<file path="config.mk">
export PLATFORM = sky130hd
export DESIGN_NAME = lut_product_search
export DESIGN_NICKNAME = d
export VERILOG_FILES = /design/src/rtl/lut_product_search_pkg.sv /design/src/rtl/lut_product_table.sv /design/src/rtl/lut_product_search.sv
export SDC_FILE = /design/constraint.sdc
export NUM_CORES = 1
export LEC_CHECK = 0
export CAP_MARGIN = 0
export CORE_ASPECT_RATIO = 0.9
export CORE_MARGIN = 5
export CORE_UTILIZATION = 51
export DETAILED_ROUTE_END_ITERATION = 10
export PLACE_DENSITY = 0.88
export SYNTH_ARGS = -nofsm -noshare
export SYNTH_HDL_FRONTEND = slang
export SYNTH_SLANG_ARGS = --single-unit
</file>
<file path="constraint.sdc">
create_clock -name CLK -period 3.2 [get_ports CLK]
set_input_delay 0.64 -clock CLK [delete_from_list [all_inputs] [get_ports CLK]]
set_output_delay 0.64 -clock CLK [all_outputs]
set_load 0.1 [all_outputs]
</file>
<file path="src/rtl/lut_product_search_pkg.sv">
// -----------------------------------------------------------------------------
// lut_product_search_pkg
// Shared definitions for the reverse product lookup (value -> index search):
//   - product field widths (X is 1 bit, Y is 2 bits, product is 3 bits)
//   - packed product type used for both table entries and the search key
//   - FSM state encoding for the search controller
//   - a small helper that builds a product from its fields
// -----------------------------------------------------------------------------
package lut_product_search_pkg;

    localparam int X_W       = 1;
    localparam int Y_W       = 2;
    localparam int PRODUCT_W = X_W + Y_W;

    // One table entry / search key: {X, Y}
    typedef struct packed {
        logic [X_W-1:0] x;
        logic [Y_W-1:0] y;
    } product_t;

    // Search controller states
    typedef enum logic [1:0] {
        IDLE = 2'd0,
        SCAN = 2'd1,
        RESP = 2'd2
    } state_e;

    // Build a product value from its two fields
    function automatic product_t make_product(input logic [X_W-1:0] x,
                                              input logic [Y_W-1:0] y);
        product_t p;
        p.x = x;
        p.y = y;
        return p;
    endfunction

endpackage

</file>
<file path="src/rtl/lut_product_table.sv">
// -----------------------------------------------------------------------------
// lut_product_table
// Register-based table of 2**N product entries with one synchronous write port
// and one combinational read port.  Synchronous reset reloads every entry from
// INIT, where entry i has X = INIT[3i] and Y = INIT[3i+2:3i+1].
//
// Ports:
//   clk       in   clock, all updates on rising edge
//   reset     in   synchronous active-high reset (reload from INIT)
//   wr_en     in   write strobe, entry[wr_idx] <= wr_entry at the edge
//   wr_idx    in   N-bit write index
//   wr_entry  in   product to store
//   rd_idx    in   N-bit read index
//   rd_entry  out  entry[rd_idx], combinational
// -----------------------------------------------------------------------------
module lut_product_table
    import lut_product_search_pkg::*;
#(
    parameter int                            N    = 1,
    parameter logic [PRODUCT_W*(2**N)-1:0]   INIT = '0
) (
    input  logic           clk,
    input  logic           reset,
    input  logic           wr_en,
    input  logic [N-1:0]   wr_idx,
    input  product_t       wr_entry,
    input  logic [N-1:0]   rd_idx,
    output product_t       rd_entry
);

    localparam int DEPTH = 2**N;

    product_t table_r [DEPTH];

    // Table storage: reload from INIT on reset, otherwise accept writes
    always_ff @(posedge clk) begin
        if (reset) begin
            for (int i = 0; i < DEPTH; i++) begin
                table_r[i].x <= INIT[PRODUCT_W*i +: X_W];
                table_r[i].y <= INIT[PRODUCT_W*i+X_W +: Y_W];
            end
        end else if (wr_en) begin
            table_r[wr_idx] <= wr_entry;
        end
    end

    assign rd_entry = table_r[rd_idx];

endmodule

</file>
<file path="src/rtl/lut_product_search.sv">
// -----------------------------------------------------------------------------
// lut_product_search
// Inverse of a product LUT: given a product {X, Y}, scans the table from
// index 0 upward, one entry per cycle, and reports the lowest index holding
// that product (hit) or a miss after the last entry.
//
// Ports:
//   CLK       in   clock
//   RESET     in   synchronous active-high reset (also reloads the table)
//   WR_VALID  in   write request       WR_READY out  high only in IDLE
//   WR_IDX    in   write index (N)     WR_X/WR_Y in  product to store
//   Q_VALID   in   query request       Q_READY  out  high only in IDLE
//   Q_X/Q_Y   in   search key
//   R_VALID   out  result valid (RESP only), held until R_READY
//   R_HIT     out  1 = key found       R_IDX    out  lowest matching index
//   R_READY   in   result consumed when R_VALID & R_READY
// -----------------------------------------------------------------------------
module lut_product_search
    import lut_product_search_pkg::*;
#(
    parameter int                            N    = 1,
    parameter logic [PRODUCT_W*(2**N)-1:0]   INIT = '0
) (
    input  logic             CLK,
    input  logic             RESET,
    input  logic             WR_VALID,
    input  logic [N-1:0]     WR_IDX,
    input  logic [X_W-1:0]   WR_X,
    input  logic [Y_W-1:0]   WR_Y,
    output logic             WR_READY,
    input  logic             Q_VALID,
    input  logic [X_W-1:0]   Q_X,
    input  logic [Y_W-1:0]   Q_Y,
    output logic             Q_READY,
    output logic             R_VALID,
    output logic             R_HIT,
    output logic [N-1:0]     R_IDX,
    input  logic             R_READY
);

    localparam logic [N-1:0] PTR_MAX = {N{1'b1}};

    state_e         state_r;
    state_e         state_s;
    product_t       key_r;
    product_t       key_s;
    logic [N-1:0]   ptr_r;
    logic [N-1:0]   ptr_s;
    logic           hit_r;
    logic           hit_s;
    logic [N-1:0]   idx_r;
    logic [N-1:0]   idx_s;
    logic           r_valid_r;
    logic           idle_r;
    logic           wr_en_s;
    logic           match_s;
    product_t       rd_entry_s;

    // Writes are only taken while idle; a write and a query accepted on the
    // same edge both land at that edge, so the scan sees the new entry.
    assign wr_en_s = WR_VALID & (state_r == IDLE);

    lut_product_table #(
        .N    (N),
        .INIT (INIT)
    ) u_table (
        .clk      (CLK),
        .reset    (RESET),
        .wr_en    (wr_en_s),
        .wr_idx   (WR_IDX),
        .wr_entry (make_product(WR_X, WR_Y)),
        .rd_idx   (ptr_r),
        .rd_entry (rd_entry_s)
    );

    assign match_s = (rd_entry_s == key_r);

    // Next-state and datapath decode for the search controller
    always_comb begin
        state_s = state_r;
        key_s   = key_r;
        ptr_s   = ptr_r;
        hit_s   = hit_r;
        idx_s   = idx_r;
        case (state_r)
            IDLE: begin
                if (Q_VALID) begin
                    key_s   = make_product(Q_X, Q_Y);
                    ptr_s   = '0;
                    state_s = SCAN;
                end else begin
                    state_s = IDLE;
                end
            end
            SCAN: begin
                if (match_s) begin
                    hit_s   = 1'b1;
                    idx_s   = ptr_r;
                    state_s = RESP;
                end else if (ptr_r == PTR_MAX) begin
                    // Last entry checked without a match: report a miss,
                    // the pointer never wraps back to 0.
                    hit_s   = 1'b0;
                    idx_s   = '0;
                    state_s = RESP;
                end else begin
                    ptr_s   = ptr_r + N'(1);
                    state_s = SCAN;
                end
            end
            RESP: begin
                if (R_READY) begin
                    state_s = IDLE;
                end else begin
                    state_s = RESP;
                end
            end
            default: begin
                state_s = IDLE;
            end
        endcase
    end

    // Controller registers; handshake flags are registered from the next
    // state so they always agree with state_r.
    always_ff @(posedge CLK) begin
        if (RESET) begin
            state_r   <= IDLE;
            key_r     <= '0;
            ptr_r     <= '0;
            hit_r     <= 1'b0;
            idx_r     <= '0;
            r_valid_r <= 1'b0;
            idle_r    <= 1'b1;
        end else begin
            state_r   <= state_s;
            key_r     <= key_s;
            ptr_r     <= ptr_s;
            hit_r     <= hit_s;
            idx_r     <= idx_s;
            r_valid_r <= (state_s == RESP);
            idle_r    <= (state_s == IDLE);
        end
    end

    assign WR_READY = idle_r;
    assign Q_READY  = idle_r;
    assign R_VALID  = r_valid_r;
    assign R_HIT    = hit_r;
    assign R_IDX    = idx_r;

endmodule

</file>
==> results of run 1 <==
==> final cells by class <==
cell class | instances | area, um^2
Multi-Input combinational cell | 47 | 329
Tap cell | 15 | 18.8
Fill cell | 118 | 485
Inverter | 2 | 7.51
Clock buffer | 4 | 26.3
Sequential cell | 17 | 400
Timing Repair Buffer | 16 | 148
==> power by group through the flow <==
stage	clock network [uW]	logic [uW]	registers, uW
2_1_floorplan	0	81.8	310
3_3_place_gp	0	152	274
3_5_place_dp	0	155	276
4_1_cts	117	155	271
5_1_grt	126	165	274
6_report	116	155	271
==> cell families (layout without fill, tap and decap cells) <==
family,count (synthesis),after routing,share of synthesized area (%)
simple gates,29,29,24.4
mux,7,7,9.35
buf+inv,4,22,2.67
compound gates,8,8,6.68
flops,17,17,53.4
xor+xnor,3,3,3.51
==> synthesized netlist by cell type, drive strengths merged (2+ instances only) <==
cell type | instances | area [um^2]
dfxtp | 11 | 220
mux2i | 7 | 70.1
nor2 | 7 | 26.3
edfxtp | 6 | 180
nand2 | 6 | 22.5
and2 | 5 | 31.3
o21ai | 5 | 25.0
nor3b | 3 | 27.5
xor2 | 3 | 26.3
a21o | 2 | 16.3
inv | 2 | 7.51
nand2b | 2 | 12.5
==> worst paths after layout <==
check	endpoint	slack, ns
setup / recovery	u_table.table_r[0][0]	1.24
setup reg to reg	u_table.table_r[0][0]	1.73
hold reg to reg	R_HIT	0.46
hold / removal	R_HIT	0.46
==> metrics by stage <==
| step | utilization [%] | hold WS, ns |
|---|---|---|
| after floorplan | - | 0.481 |
| after global placement | 63.8 | 0.441 |
| after detailed placement | 63.8 | 0.446 |
| after CTS | 65.7 | 0.469 |
| after global routing | 65.7 | 0.515 |
| final | 65.7 | 0.464 |
==> tightest hold or removal path, cell delays in order, from the launching register on <==
cell and delay (ns):
dfxtp_1 0.34, nand2_1 0.04, o21ai_0 0.05
==> layer usage <==
metal	part of all wire (%)	vias up	global-route usage, %	wire length [um]
met1	43	267	15.0	619
met2	48	12	23.3	695
met3	5.3	4	3.56	76
li1	-	270	-	-
met5	0	-	0	0
met4	3.2	0	10.7	46
==> registers in the layout, summed over array words and instances (netlist names), named ones only <==
register,flops
key_r,3
state_r,2
ptr_r,1
R_HIT,1
u_table.table_r,6
R_VALID,1
Q_READY,1
R_IDX,1
==> metrics.txt, run 1 <==
hold depth=2; vias in the first global route=499; router iterations before antenna repair=6; ys async rst share=0%; GR Overflow Total=0; CTS Sinks=17; Die ar.=0.00234 mm^2; final cell count without fillers=101; fmax=511 MHz; most frequent cells in the layout=11 x dfxtp_1, 11 x clkdlybuf4s50_1, 7 x nor2_1, 7 x mux2i_1; share of layout cells above drive strength 1=15.1%; Slowest-stage cell, CP=clkdlybuf4s50_1; outcome=completed; PortBufs=16; WP data arrival=1.97 ns; switching share of total power=34.5%; Inserted Clock Buffers=3; Ports=17; number of synthesized flops with an enable pin=6; TNS Setup=0 ns; endpoint class of the critical path=flip-flop; Hold Crit Class=reg -> reg; Synth cell types=23; post-synthesis sequential area ratio=53.4%; Reg-to-Reg Start=state_r[0]; Area Growth Syn to Fin=24.0%; Reg power frac=50.0%; placer congestion estimate=0.703; cts hold-fix bufs=0; largest net degree at the start of global routing=10; Post-Synthesis Cells=68; residual DRC count=0; wire per inst=14.2 um; placed cells=97; Synth Flop Type=dfxtp_1; Place WS=0.958 ns; final worst clock skew=0.00753 ns; combinational share of power=28.6%; Pleak=0.000407 uW; WS Path Type=in -> reg; syn_nets=80; first-pass GRT wire length=2250 um; Initial Util=53.0%; # diodes=0; Max transition margin=69.5%; CP delay by family, top=simple AND/OR/NAND/NOR gates; Site Rows=13; Crit Path Max Fanout=8; delay of the slowest critical-path stage=0.58 ns; final setup margin=1.24 ns; VDD IR-drop max=0.000321 V; post-route ant nets=0; final hold violations=0; WP buf/inv=1; CP required=3.21 ns; clock power share=21.4%; Clock Latency Late Sink=0.29 ns; htree depth=1; maximum clock path buffer count=2; period utilization=61.2%; Total Power=542 uW; Worst setup startpoint=RESET; initial antenna violation count=0; Die Wd=50.4 um; Startpoint Class=input pin; hpwl dp=1100 um; post-route cell area=930 um^2; synthesized flop and latch total=17; Switching Power=187 uW; Cell Area, Synth=749 um^2; unrepaired setup endpoints after global routing=no; Placed Instance Area=903 um^2; Cell Int Power=355 uW; CTS Root Cell=clkbuf_4; Total GRT Usage=13.8%; Yosys Warn Count=0; Pins Over Slew Limit=0; Final min period=1.96 ns; Setup-failing EPs final=0; Post-Route WL=1440 um; maxcap violations=0; Crit path depth=4; PwrDens=583 mW/mm^2; HP Start=R_HIT; CTS tree=done; Worst Reg2Reg Path Length in Cells=3; DR iter-0 viols=6; syn avg cell area=11.0 um^2; core area=0.00142 mm^2; critical path, cell by cell=clkdlybuf4s50_1 > nor4b_4 > and2b_1 > or2_2; CTS resizes=0; total setup buffers inserted after CTS=0; final net count=99; DR vias=553; Vias/cell=5.48; Die Y=46.4 um; pin slew with the least headroom to its limit=0.455 ns; clock transition at the registers of the reported paths=0.10 ns
Power figures use the tool's default switching activity.
==> run 2, diff against run 1 <==
Settings changed: CORE_UTILIZATION 51 to 47, PLACE_DENSITY 0.88 to 0.82.
Clock period 3.2 ns to 1.87 ns, I/O delays scaled along.
==> run 2 against run 1 <==
Worst hold slack improved by 0.045 ns; design area increased by 5.2%; via count unchanged; sequential cell count unchanged; critical path type unchanged; clock power increased by 66%; worst setup slack got worse by 0.88 ns; global-route usage decreased by 0.40 points; first-iteration DRC count decreased by 17%; highest routed layer unchanged; routed wire length decreased by 6.7%; critical path depth unchanged; register-to-register slack got worse by 1.3 ns.
==> metrics.txt, run 2 (synthesis gave the netlist of run 1 again) <==
final worst clock skew=0.00742 ns; most frequent cells in the layout=11 x dfxtp_1, 11 x clkdlybuf4s50_1, 7 x nor2_1, 7 x mux2i_1; htree depth=1; Pins Over Slew Limit=0; TNS Setup=0 ns; CTS tree=done; final setup margin=0.366 ns; post-route ant nets=0; # diodes=0; HP Start=R_HIT; Site Rows=13; Reg-to-Reg Start=state_r[0]; Initial Util=50.6%; GR Overflow Total=0; first-pass GRT wire length=2410 um; residual DRC count=0; maximum clock path buffer count=2; Inserted Clock Buffers=3; placer congestion estimate=0.727; router iterations before antenna repair=4; Final min period=1.50 ns; Vias/cell=5.03; CP required=1.87 ns; outcome=completed; fmax=665 MHz; Die ar.=0.00249 mm^2; hold depth=2; Hold Path Sink=R_HIT; Placed Instance Area=952 um^2; area of the multi-input gates=329 um^2; core area=0.00148 mm^2; Worst Reg2Reg Path Length in Cells=3; Hold Crit Class=reg -> reg; largest net degree at the start of global routing=10; final hold violations=0; top flop regs=u_table.table_r: 6 flops, key_r: 3 flops, state_r: 2 flops; DR iter-0 viols=5; Die Y=47.9 um; Worst setup startpoint=RESET; Die Wd=52.1 um; CTS Sinks=17; critical path, cell by cell=clkdlybuf4s50_1 > nor4b_4 > and2b_1 > or2_2; pin slew with the least headroom to its limit=0.292 ns; PwrDens=957 mW/mm^2; Ports=17; Max transition margin=80.5%; fill cell count=121; Total GRT Usage=13.4%; largest register by flop count=u_table.table_r; delay of the slowest critical-path stage=0.47 ns; total setup buffers inserted after CTS=0; period utilization=80.5%; final net count=101; internal reg-to-reg setup slack=0.46 ns; CTS resizes=0; unrepaired setup endpoints after global routing=no; Slowest-stage cell, CP=clkdlybuf4s50_1; WS Path Type=in -> reg; hpwl dp=1050 um; max reg flops=6; Setup-failing EPs final=0; vias in the first global route=568; DR vias=553; PortBufs=16; Place WS=0.0617 ns; Startpoint Class=input pin; wire per inst=12.2 um; Crit Path Max Fanout=5; cts hold-fix bufs=0; Pleak=0.000422 uW; maxcap violations=0; WP data arrival=1.51 ns; endpoint class of the critical path=flip-flop; CTS Root Cell=clkbuf_4; FF+latch area=400 um^2; Post-Route WL=1340 um; Clock Latency Late Sink=0.28 ns; VDD IR-drop max=0.000599 V; share of layout cells above drive strength 1=17.0%; clock transition at the registers of the reported paths=0.10 ns; post-route cell area=978 um^2; Area Growth Syn to Fin=30.6%; worst r2r dst=u_table.table_r[0][0]; initial antenna violation count=0
## run 2: how the worst max path moves through the flow
stage	to	slack (ns)	cells past startpoint
after global placement	u_table.table_r[0][2]	0.1	4
after floorplan	WR_READY	0.14	1
after CTS	u_table.table_r[0][0]	0.37	4
final	u_table.table_r[0][0]	0.37	4
after detailed placement	u_table.table_r[0][0]	0.06	4
after global routing	u_table.table_r[0][0]	0.28	4
## run 2: layout make-up
class / count / share of cell area (%)
flip-flops and latches: 17 / 40.9
well taps: 22 / 2.81
repair buffers: 18 / 19.2
inverters: 2 / 0.767
multi-input cells: 47 / 33.6
clock buffers: 4 / 2.69
## run 2: worst max-delay path: cells and delay by family
| kind | cells | cell delay (ns) |
|---|---|---|
| and+or+nand+nor | 3 | 0.66 |
| buffers and inverters | 1 | 0.47 |
## run 2: stage by stage
step                std cells  hold WS [ns]  power [uW]  utilization, %
floorplan                  68         0.481         670               -
global placement          106         0.498         746            64.3
detailed placement        106         0.499         755            64.3
CTS                       110         0.513         946            66.1
global route              110         0.557         988            66.1
finish                    110         0.509         937            66.1
## run 2: routing by layer
| layer | track usage (%) | wire length (um) |
|---|---|---|
| met1 | 16.4 | 631 |
| met2 | 22.1 | 600 |
| met3 | 2.18 | 89 |
| met4 | 9.42 | 19 |
| met5 | 0 | 0 |
## run 2: power breakdown
part | switching (uW) | leakage, uW | internal (uW)
combinational | 167 | 0.000254 | 113
sequential | 38.1 | 0.000153 | 426
clock | 109 | 0.0000150 | 82.7
==> run 3, diff against run 2 <==
Clock period 1.87 ns to 1.4 ns, I/O delays scaled along.
==> run 3 against run 2 <==
Highest routed layer unchanged; sequential power is 34% higher; die area unchanged; combinational power is 60% higher.
==> metrics.txt, run 3 (synthesis gave the netlist of run 1 again) <==
maxcap violations=0; PwrDens=1230 mW/mm^2; Worst Reg2Reg Path Length in Cells=4; combinational share of power=33.3%; first-pass GRT wire length=2640 um; Die ar.=0.00249 mm^2; Die Y=47.9 um; Inserted Clock Buffers=3; final net count=109; router iterations before antenna repair=4; PortBufs=16; wire per inst=12.8 um; Crit Path Max Fanout=4; WP data arrival=1.33 ns; VDD IR-drop max=0.000708 V; Hold Path Sink=key_r[2]; fmax=765 MHz; HP Start=RESET; WS Path Type=in -> reg; critical path, cell by cell=clkdlybuf4s50_1 > nor4b_4 > and2b_1 > or2_2; period utilization=93.4%; unrepaired setup endpoints after global routing=yes; hpwl dp=1280 um; CTS Sinks=17; hold depth=3; max reg flops=6; fill cell count=106; share of layout cells above drive strength 1=27.1%; Slowest-stage cell, CP=clkdlybuf4s50_1; Initial Util=50.6%; internal reg-to-reg setup slack=0.09 ns; post-route ant nets=0; Clock Latency Late Sink=0.30 ns; switching share of total power=33.8%; clock power share=20.3%; outcome=completed; endpoint class of the critical path=flip-flop; Die Wd=52.1 um; initial antenna violation count=0; GR Overflow Total=0; pin slew with the least headroom to its limit=0.279 ns; final worst clock skew=0.0110 ns; worst r2r dst=state_r[0]; Setup-failing EPs final=0; residual DRC count=0; most frequent cells in the layout=10 x clkdlybuf4s50_1, 10 x buf_4, 9 x dfxtp_1, 7 x nor2_1, 7 x mux2i_1; core area=0.00148 mm^2; htree depth=1; WP buf/inv=1; CTS Root Cell=clkbuf_4; Ports=17; Cell Int Power=888 uW; Startpoint Class=input pin; Max transition margin=81.3%; Final min period=1.31 ns; CTS tree=done; DR iter-0 viols=13; # diodes=0; Final Core Density=73.5%; total setup buffers inserted after CTS=0; vias in the first global route=593; final hold violations=0; maximum clock path buffer count=2; Vias/cell=4.88; placer congestion estimate=0.722; Reg power frac=46.4%; Area Growth Syn to Fin=45.1%; CP delay by family, top=simple AND/OR/NAND/NOR gates; delay of the slowest critical-path stage=0.46 ns; DR vias=576; Switching Power=454 uW; clock transition at the registers of the reported paths=0.11 ns; Post-Route WL=1510 um; top flop regs=u_table.table_r: 6 flops, key_r: 3 flops, state_r: 2 flops; CP required=1.43 ns; largest register by flop count=u_table.table_r; Hold Crit Class=in -> reg; hold slack=0.434 ns; largest net degree at the start of global routing=12; Site Rows=13; Pleak=0.000482 uW; Pins Over Slew Limit=0; Total GRT Usage=15.3%
-- run 3: cell types whose count changed in the layout (fill, tap and decap cells not counted), sizes merged --
| cell | change |
|---|---|
| clkinvlp | +1 |
| clkbuf | -1 |
| clkdlybuf4s50 | -1 |
| buf | +8 |
| dlymetal6s2s | +1 |
-- run 3: power groups by stage --
| stage | sequential (uW) | combinational, uW | clock (uW) |
|---|---|---|---|
| final | 623 | 448 | 273 |
| after global routing | 631 | 479 | 312 |
| after floorplan | 709 | 187 | 0 |
| after CTS | 621 | 453 | 281 |
| after detailed placement | 632 | 451 | 0 |
| after global placement | 629 | 437 | 0 |
-- run 3: tightest hold or removal path: cells and delay by family --
kind                   cells  cell delay [ns]
and+or+nand+nor            1             0.05
buffers and inverters      2             0.36
-- run 3: timing repair --
item | in CTS | in global routing
setup endpoints to repair | 1 | 9
hold buffers | 0 | 0
gates resized for setup | 1 | 3
pin swaps | 0 | 3
cloned | 0 | 0
-- run 3: area by class of cell --
class	count	area, um^2	area share (%)
clock buffers	3	22.5	2.07
flip-flops and latches	17	405	37.3
well taps	22	27.5	2.53
multi-input cells	47	329	30.3
repair buffers	26	288	26.5
clock inverters	1	7.51	0.690
inverters	2	7.51	0.690
-- run 3: worst max-delay path by stage --
stage          cells after the start  slack [ns]      start                     to
2_1_floorplan                      3        0.05      R_IDX                  R_IDX
3_3_place_gp                       4       -0.24      RESET  u_table.table_r[0][0]
3_5_place_dp                       4       -0.29      RESET  u_table.table_r[0][2]
4_1_cts                            4        0.01  flip-flop             state_r[0]
5_1_grt                            4      -0.006  flip-flop             state_r[0]
6_report                           4        0.09   WR_VALID  u_table.table_r[0][1]
-- run 3: routing by layer --
layer	track usage, %	vias up	part of all wire, %
li1	-	295	-
met1	16.8	258	42
met2	28.6	21	50
met3	4.05	2	6.0
met4	6.28	0	1.3
met5	0	-	0
-- run 3: metrics by stage --
| step | setup WS (ns) | area (um^2) | std cells | TNS [ns] | total power (uW) |
|---|---|---|---|---|---|
| floorplan | 0.0475 | 751 | 68 | 0 | 896 |
| global placement | -0.243 | 1050 | 114 | -2.89 | 1070 |
| detailed placement | -0.286 | 1050 | 114 | -3.60 | 1080 |
| CTS | 0.0144 | 1080 | 118 | 0 | 1350 |
| global route | -0.00573 | 1090 | 118 | -0.00573 | 1420 |
| finish | 0.0927 | 1090 | 118 | 0 | 1340 |
